$ cat src/rtl/bsg_parallel_in_serial_out_dynamic_buffered.sv
// Purpose: registers one parallel bundle of 1..els_p words and emits it one word per handshake.
// Latency: a bundle accepted at edge N presents its first word in cycle N+1; one word per cycle after that.
// Backpressure: data_o/last_o are held while ready_and_i is low; ready_and_o reopens combinationally on the last send.
module bsg_parallel_in_serial_out_dynamic_buffered #(
  // width_p and els_p are meant to be set by every instantiation; the values
  // below only let the block elaborate on its own.
  parameter int width_p       = 8,
  parameter int els_p         = 4,
  parameter int lg_max_els_lp = (els_p == 1) ? 1 : $clog2(els_p),
  parameter bit hi_to_lo_p    = 1'b0
) (
  input  logic                       clk_i,
  input  logic                       reset_n_i,

  input  logic                       v_i,
  input  logic [lg_max_els_lp-1:0]   len_i,
  input  logic [els_p*width_p-1:0]   data_i,
  output logic                       ready_and_o,

  output logic                       v_o,
  output logic [width_p-1:0]         data_o,
  output logic                       last_o,
  input  logic                       ready_and_i
);

  typedef enum logic {
    ST_EMPTY = 1'b0,
    ST_BUSY  = 1'b1
  } state_e;

  state_e                            state_q, state_d;
  logic [els_p-1:0][width_p-1:0]     data_q;
  logic                              busy;
  logic                              last;
  logic                              load;
  logic                              send;

  assign busy = (state_q == ST_BUSY);
  assign send = busy & ready_and_i;

  // The ready path through last & ready_and_i lets a new bundle load in the
  // same cycle the previous one retires, so back-to-back bundles see no bubble.
  // Gating with reset_n_i keeps the upstream from handshaking during reset.
  assign ready_and_o = reset_n_i & (~busy | (last & ready_and_i));
  assign load        = v_i & ready_and_o;

  assign v_o    = busy;
  assign last_o = last;

  // Next-state: EMPTY -> BUSY on load; BUSY stays BUSY on a reload at the last send.
  always_comb begin
    state_d = state_q;
    case (state_q)
      ST_EMPTY: begin
        if (load) begin
          state_d = ST_BUSY;
        end
      end
      ST_BUSY: begin
        if (send & last) begin
          state_d = load ? ST_BUSY : ST_EMPTY;
        end
      end
      default: state_d = ST_EMPTY;
    endcase
  end

  // State register; asynchronous reset drops v_o immediately and discards any partial bundle.
  always_ff @(posedge clk_i or negedge reset_n_i) begin
    if (!reset_n_i) begin
      state_q <= ST_EMPTY;
    end else begin
      state_q <= state_d;
    end
  end

  // Bundle storage needs no reset: data_o is only meaningful while v_o is high.
  always_ff @(posedge clk_i) begin
    if (load) begin
      data_q <= data_i;
    end
  end

  if (els_p == 1) begin : g_single
    // A single-word bundle is always its own last word; len_i carries no information.
    logic unused_len;
    assign unused_len = ^len_i;

    assign last   = busy;
    assign data_o = data_q[0];
  end else begin : g_multi
    localparam logic [lg_max_els_lp-1:0] max_len_lp = lg_max_els_lp'(els_p - 1);

    logic [lg_max_els_lp-1:0] count_q, count_d;
    logic [lg_max_els_lp-1:0] len_q, len_d;
    logic [lg_max_els_lp-1:0] len_clamped;
    logic [lg_max_els_lp-1:0] word_idx;

    // Oversized lengths are clipped so a bundle never indexes past els_p words.
    assign len_clamped = (len_i > max_len_lp) ? max_len_lp : len_i;

    assign last = busy & (count_q == len_q);

    // Reversed order walks from the last valid word of this bundle down to word 0.
    assign word_idx = hi_to_lo_p ? (len_q - count_q) : count_q;
    assign data_o   = data_q[word_idx];

    // Counter/length next-state: a load restarts the count, a non-final send advances it.
    always_comb begin
      count_d = count_q;
      len_d   = len_q;
      if (load) begin
        count_d = '0;
        len_d   = len_clamped;
      end else if (send & ~last) begin
        count_d = count_q + 1'b1;
      end
    end

    // Counter and length registers.
    always_ff @(posedge clk_i or negedge reset_n_i) begin
      if (!reset_n_i) begin
        count_q <= '0;
        len_q   <= '0;
      end else begin
        count_q <= count_d;
        len_q   <= len_d;
      end
    end
  end

endmodule

$ cat config.mk
export PLATFORM = sky130hd
export DESIGN_NAME = bsg_parallel_in_serial_out_dynamic_buffered
export DESIGN_NICKNAME = d
export VERILOG_FILES = /design/src/rtl/bsg_parallel_in_serial_out_dynamic_buffered.sv
export SDC_FILE = /design/constraint.sdc
export NUM_CORES = 1
export LEC_CHECK = 0
export BUFFER_PORTS_ARGS = -buffer_cell sky130_fd_sc_hd__buf_2
export CORE_ASPECT_RATIO = 1.75
export CORE_MARGIN = 4
export CORE_UTILIZATION = 30
export DETAILED_ROUTE_END_ITERATION = 8
export PLACE_DENSITY = 0.59
export SYNTH_ARGS = -nofsm -noshare
export SYNTH_HDL_FRONTEND = slang
export SYNTH_SLANG_ARGS = --single-unit
$ cat constraint.sdc
create_clock -name clk_i -period 3.4 [get_ports clk_i]
set_input_delay 0.34 -clock clk_i [delete_from_list [all_inputs] [get_ports clk_i]]
set_output_delay 0.34 -clock clk_i [all_outputs]
set_load 0.01 [all_outputs]
# After elaboration in Yosys (flattened, before gate mapping)
# Index checks and enable logic that the tools add are counted.
# word_totals
ff_bits	37
in_bits	38
output_inout_bits	11
wordCells	30
# op_classes
n_addsub	1
magnitude_cmp	2
eq_ne	1
mux	8
bitwise_logic	10
reduce_logical	1
# op_table
op	n
8-bit binary-select mux with 2-bit select	1
8-bit two-way mux	1
1-bit AND	7
2-bit two-way mux	3
2-bit by 3-bit < comparator with 1-bit output (second input constant)	1
2-bit by 1-bit adder with 2-bit output (second input constant)	1
2-bit == test	1
2-bit > comparator (second input constant)	1
1-bit two-way mux	2
1-bit inverter	2
1-bit one-hot mux with 2 select lines	1
2-bit nonzero test	1
1-bit bitwise OR	1

# Longest topological paths before layout
# depth
word_depth	9
depth_mapped	5
depth_no_buf	3

# Worst setup path before layout
# No wires, ideal clock.
# synth_path
path_type	register to register
start	reg g_multi.count_q[0]
end	reg data_q[0] (netlist name) (enable)
setup_ns	0.421
t_arrival_ns	2.310
required_time_ns	2.979
setup_slack_ns	0.669
path_stages_with_launch	5
path_buffers	1
period_less_slack_ns	2.731
path_cell_list	dfrtp_1 > buf_4 > xnor2_1 > a31oi_1 > nor2_1
# synth_via
elab_chain_len	6
# synth_lines
element	line	source
start, declared	94	logic [lg_max_els_lp-1:0] count_q, count_d;
start signal, assigned	126	count_q <= count_d;
2-bit == test	102	assign last = busy & (count_q == len_q);
1-bit AND	102	
1-bit AND	44	assign ready_and_o = reset_n_i & (~busy | (last & ready_and_i));
1-bit bitwise OR	44	
1-bit AND	44	
1-bit AND	45	assign load = v_i & ready_and_o;
net load	35	logic load;
end signal, assigned	80	data_q <= data_i;
end, declared	32	logic [els_p-1:0][width_p-1:0] data_q;
# The timed path passes the listed nets, and every way through them passes these cells.
# A chain may end at the register's enable or synchronous reset.

# Worst setup path in the final report
# layout_path
start	reg g_multi.count_q[0]
end	out ready_and_o
# layout_via
elab_chain_len	5
# layout_lines
element	line	source
2-bit == test	102	
1-bit AND	102	
1-bit AND	44	
1-bit bitwise OR	44	
1-bit AND	44	
end, declared	18	output logic ready_and_o,
# No other way between the ends.

==> results_dict.tcl <==
set metrics [dict create \
    finalSetupViolCount 0 \
    powerDensity_nw_per_um2 731.7 \
    cts_tree "built" \
    grt_pass1_wl_um 4519 \
    row_count 34 \
    first_pass_iters 3 \
    synth_xor_area_share_pct 1.144 \
    avgViaCountPerCell 4.854 \
    synthAdderAreaFrac_pct 0 \
    startpoint_type "flip-flop" \
    pwr-share-comb_pct 32.3 \
    synth_flop_cell "edfxtp_1" \
    post-route-min-period_ns 2.263 \
    ys_seq_elements 37 \
    hold_viol_final 0 \
    cts.clk_slew.worst_paths_ns 0.07 \
    avgRoutedWirePerCell_um 14.55 \
    crit_slowest_cell "dfrtp_1" \
    cp_top_family "flip-flops" \
    slowest_delay_ns 0.78 \
    synth_edf_count 32 \
    drt_iter0_markers 12 \
    post-route-period-util_pct 66.55 \
    setup.worst_path.class "flip-flop to output pin" \
    gp_congestion 0.7037 \
    drv_cap 0 \
    initial_core_util_pct 30.77 \
    postRouteAntennaNets 0 \
    rsz0062_at_grt "false" \
    area_delta_synth_final_pct 24.27 \
    rrSetupSlack_ns 1.22 \
    netlist.top_cell.by_area "edfxtp_1" \
    cp_cell_sequence "xnor2_1 > a31oi_1 > nor2b_1 > buf_2" \
    slew_violations 0 \
    antenna_found_initial 0 \
    p_seq_share_pct 48.4 \
    die_x_um 62.01 \
    coreArea_um2 4977 \
    ys_types 30 \
    synth-compound-area-share_pct 6.699 \
    power.leakage_nw 0.7392 \
    hpwl_um 2105 \
    pwr-share-clk_pct 19.3 \
    gr-total-overflow 0 \
    nets 176 \
    seqCellArea_um2 1086 \
    ioPinCount 49 \
    synthTopCellsByCount "32 x edfxtp_1, 8 x mux4_2, 5 x dfrtp_1, 5 x inv_1" \
    multiInputGateArea_um2 396.6 \
    status "finished clean" \
    synth_top_area_share_pct 62.75 \
    yosysSeqAreaShare_pct 70.92 \
    yosysWarnings 0 \
    vias 932 \
    root_buffer "clkbuf_8" \
    yosys.area_share.simple_pct 6.127 \
    worst_pin_slew_ns 0.6787 \
    cp.buffers_inverters 1 \
    tns_ns 0 \
    irDropWorstVdd_uv 459.9 \
    htreeDepth 2 \
    muxShareOfSynthArea_pct 11.76 \
    synth_area_um2 1531 \
    p_switching_uw 433.4 \
    io_buffers 48 \
    finalInstanceArea_um2 1903 \
    fmax_ghz 0.4420 \
    synth_most_common_cell "edfxtp_1" \
    netSwitchingFraction_pct 31.12 \
    fillers 477 \
    holdCritPathClass "input port to flip-flop" \
    synth_area_leaders "edfxtp_1 63%, mux4_2 12%, dfrtp_1 8.2%" \
    drive_gt1_share_pct 46.38 \
    avgSynthCellArea_um2 17.81 \
    drt_wl_total_um 2793 \
    drc 0 \
    numCtsBuffers 5 \
    die_area_um2 6357 \
    crit_required_ns 3.06 \
    post_dp_cell_area_um2 1817 \
    clkLatencyLatePin_ns 0.27 \
    syn_nets 124 \
    endpoint_kind "output pin" \
    antennaDiodeCount 0 \
    netlist_instances 86 \
    fin_skew_ns 0.004831 \
    crit_fanout 15 \
    grt_start_max_net_pins 33 \
    clkSinkCount 37 \
    cts_resized 0 \
    die_y_um 102.5 \
    synth_top_family_by_area "multiplexers" \
    relSlewSlack_pct 54.75 \
    clockBufferDepth 2 \
    grt_pass1_vias 1042 \
    p_int_uw 959.0 \
    synth-async-reset-ratio_pct 13.51 \
    cp.arrival_ns 1.92 \
    grt_use_total_pct 9.857 \
]
## power by group through the flow
stage / Combinational (mW) / Clock, mW / Sequential, mW
global placement: 0.446 / 0 / 0.684
CTS: 0.459 / 0.285 / 0.680
global route: 0.495 / 0.303 / 0.694
detailed placement: 0.454 / 0 / 0.690
floorplan: 0.380 / 0 / 0.619
finish: 0.450 / 0.269 / 0.673
## flip-flops by register name (all words and copies together) (netlist names)
register	flops
g_multi.count_q	2
data_q	32
g_multi.len_q	2
v_o	1
## through the flow
stage	utilization, %	instances	setup WS, ns	hold slack [ns]	power, mW
finish	38.24	192	1.137	0.2354	1.392
global route	38.24	192	0.9038	0.2163	1.492
CTS	38.24	192	1.078	0.2239	1.424
detailed placement	36.50	184	1.215	0.1959	1.145
global placement	36.50	184	1.310	0.1889	1.130
floorplan	-	86	0.6692	0.04441	0.9992
## final cells by class
cell class,count,area share (%)
sequential,37,57.07
multi-input combinational,39,20.84
timing repair buffer,50,13.54
clock buffer,6,3.813
tap,54,3.550
inverter,5,0.9862
clock inverter,1,0.1972
## placed cells by master (no fill, tap or decap), drive strengths merged, types with 3 or more instances in the layout
cell type  instances
edfxtp            32
nand2              3
inv                5
nand3              3
dfrtp              5
clkbuf             6
buf               49
mux4               8
## what timing repair did
item	in CTS	in global routing
hold buffers	1	0
endpoints found under the hold margin	5	0
buffers inserted	0	0
## cell families after synthesis
group                     Yosys count
AOI/OAI and AO/OA                  13
xor gates and xnor gates            2
buffers and inverters              10
DFF                                37
muxes                               8
and+or+nand+nor                    16
## path summary, 6_finish.rpt
kind	start	endpoint	cells after the start
max reg2reg	g_multi.count_q[1]	data_q[8]	4
min in group asynchronous	reset_n_i	g_multi.len_q[1]	2
max in group asynchronous	reset_n_i	v_o	2
min reg2reg	g_multi.len_q[1]	g_multi.len_q[1]	2
min	data_i[14]	data_q[14]	1
max	g_multi.count_q[0]	ready_and_o	4
## per-layer routing
metal	vias up	GRT usage, %	part of all wire, %
li1	446	-	-
met1	452	10.31	37
met2	30	17.01	55
met3	4	3.133	6.5
met4	0	4.902	1.3
met5	-	0	0
Note: power is estimated with default switching activity, not from simulation.
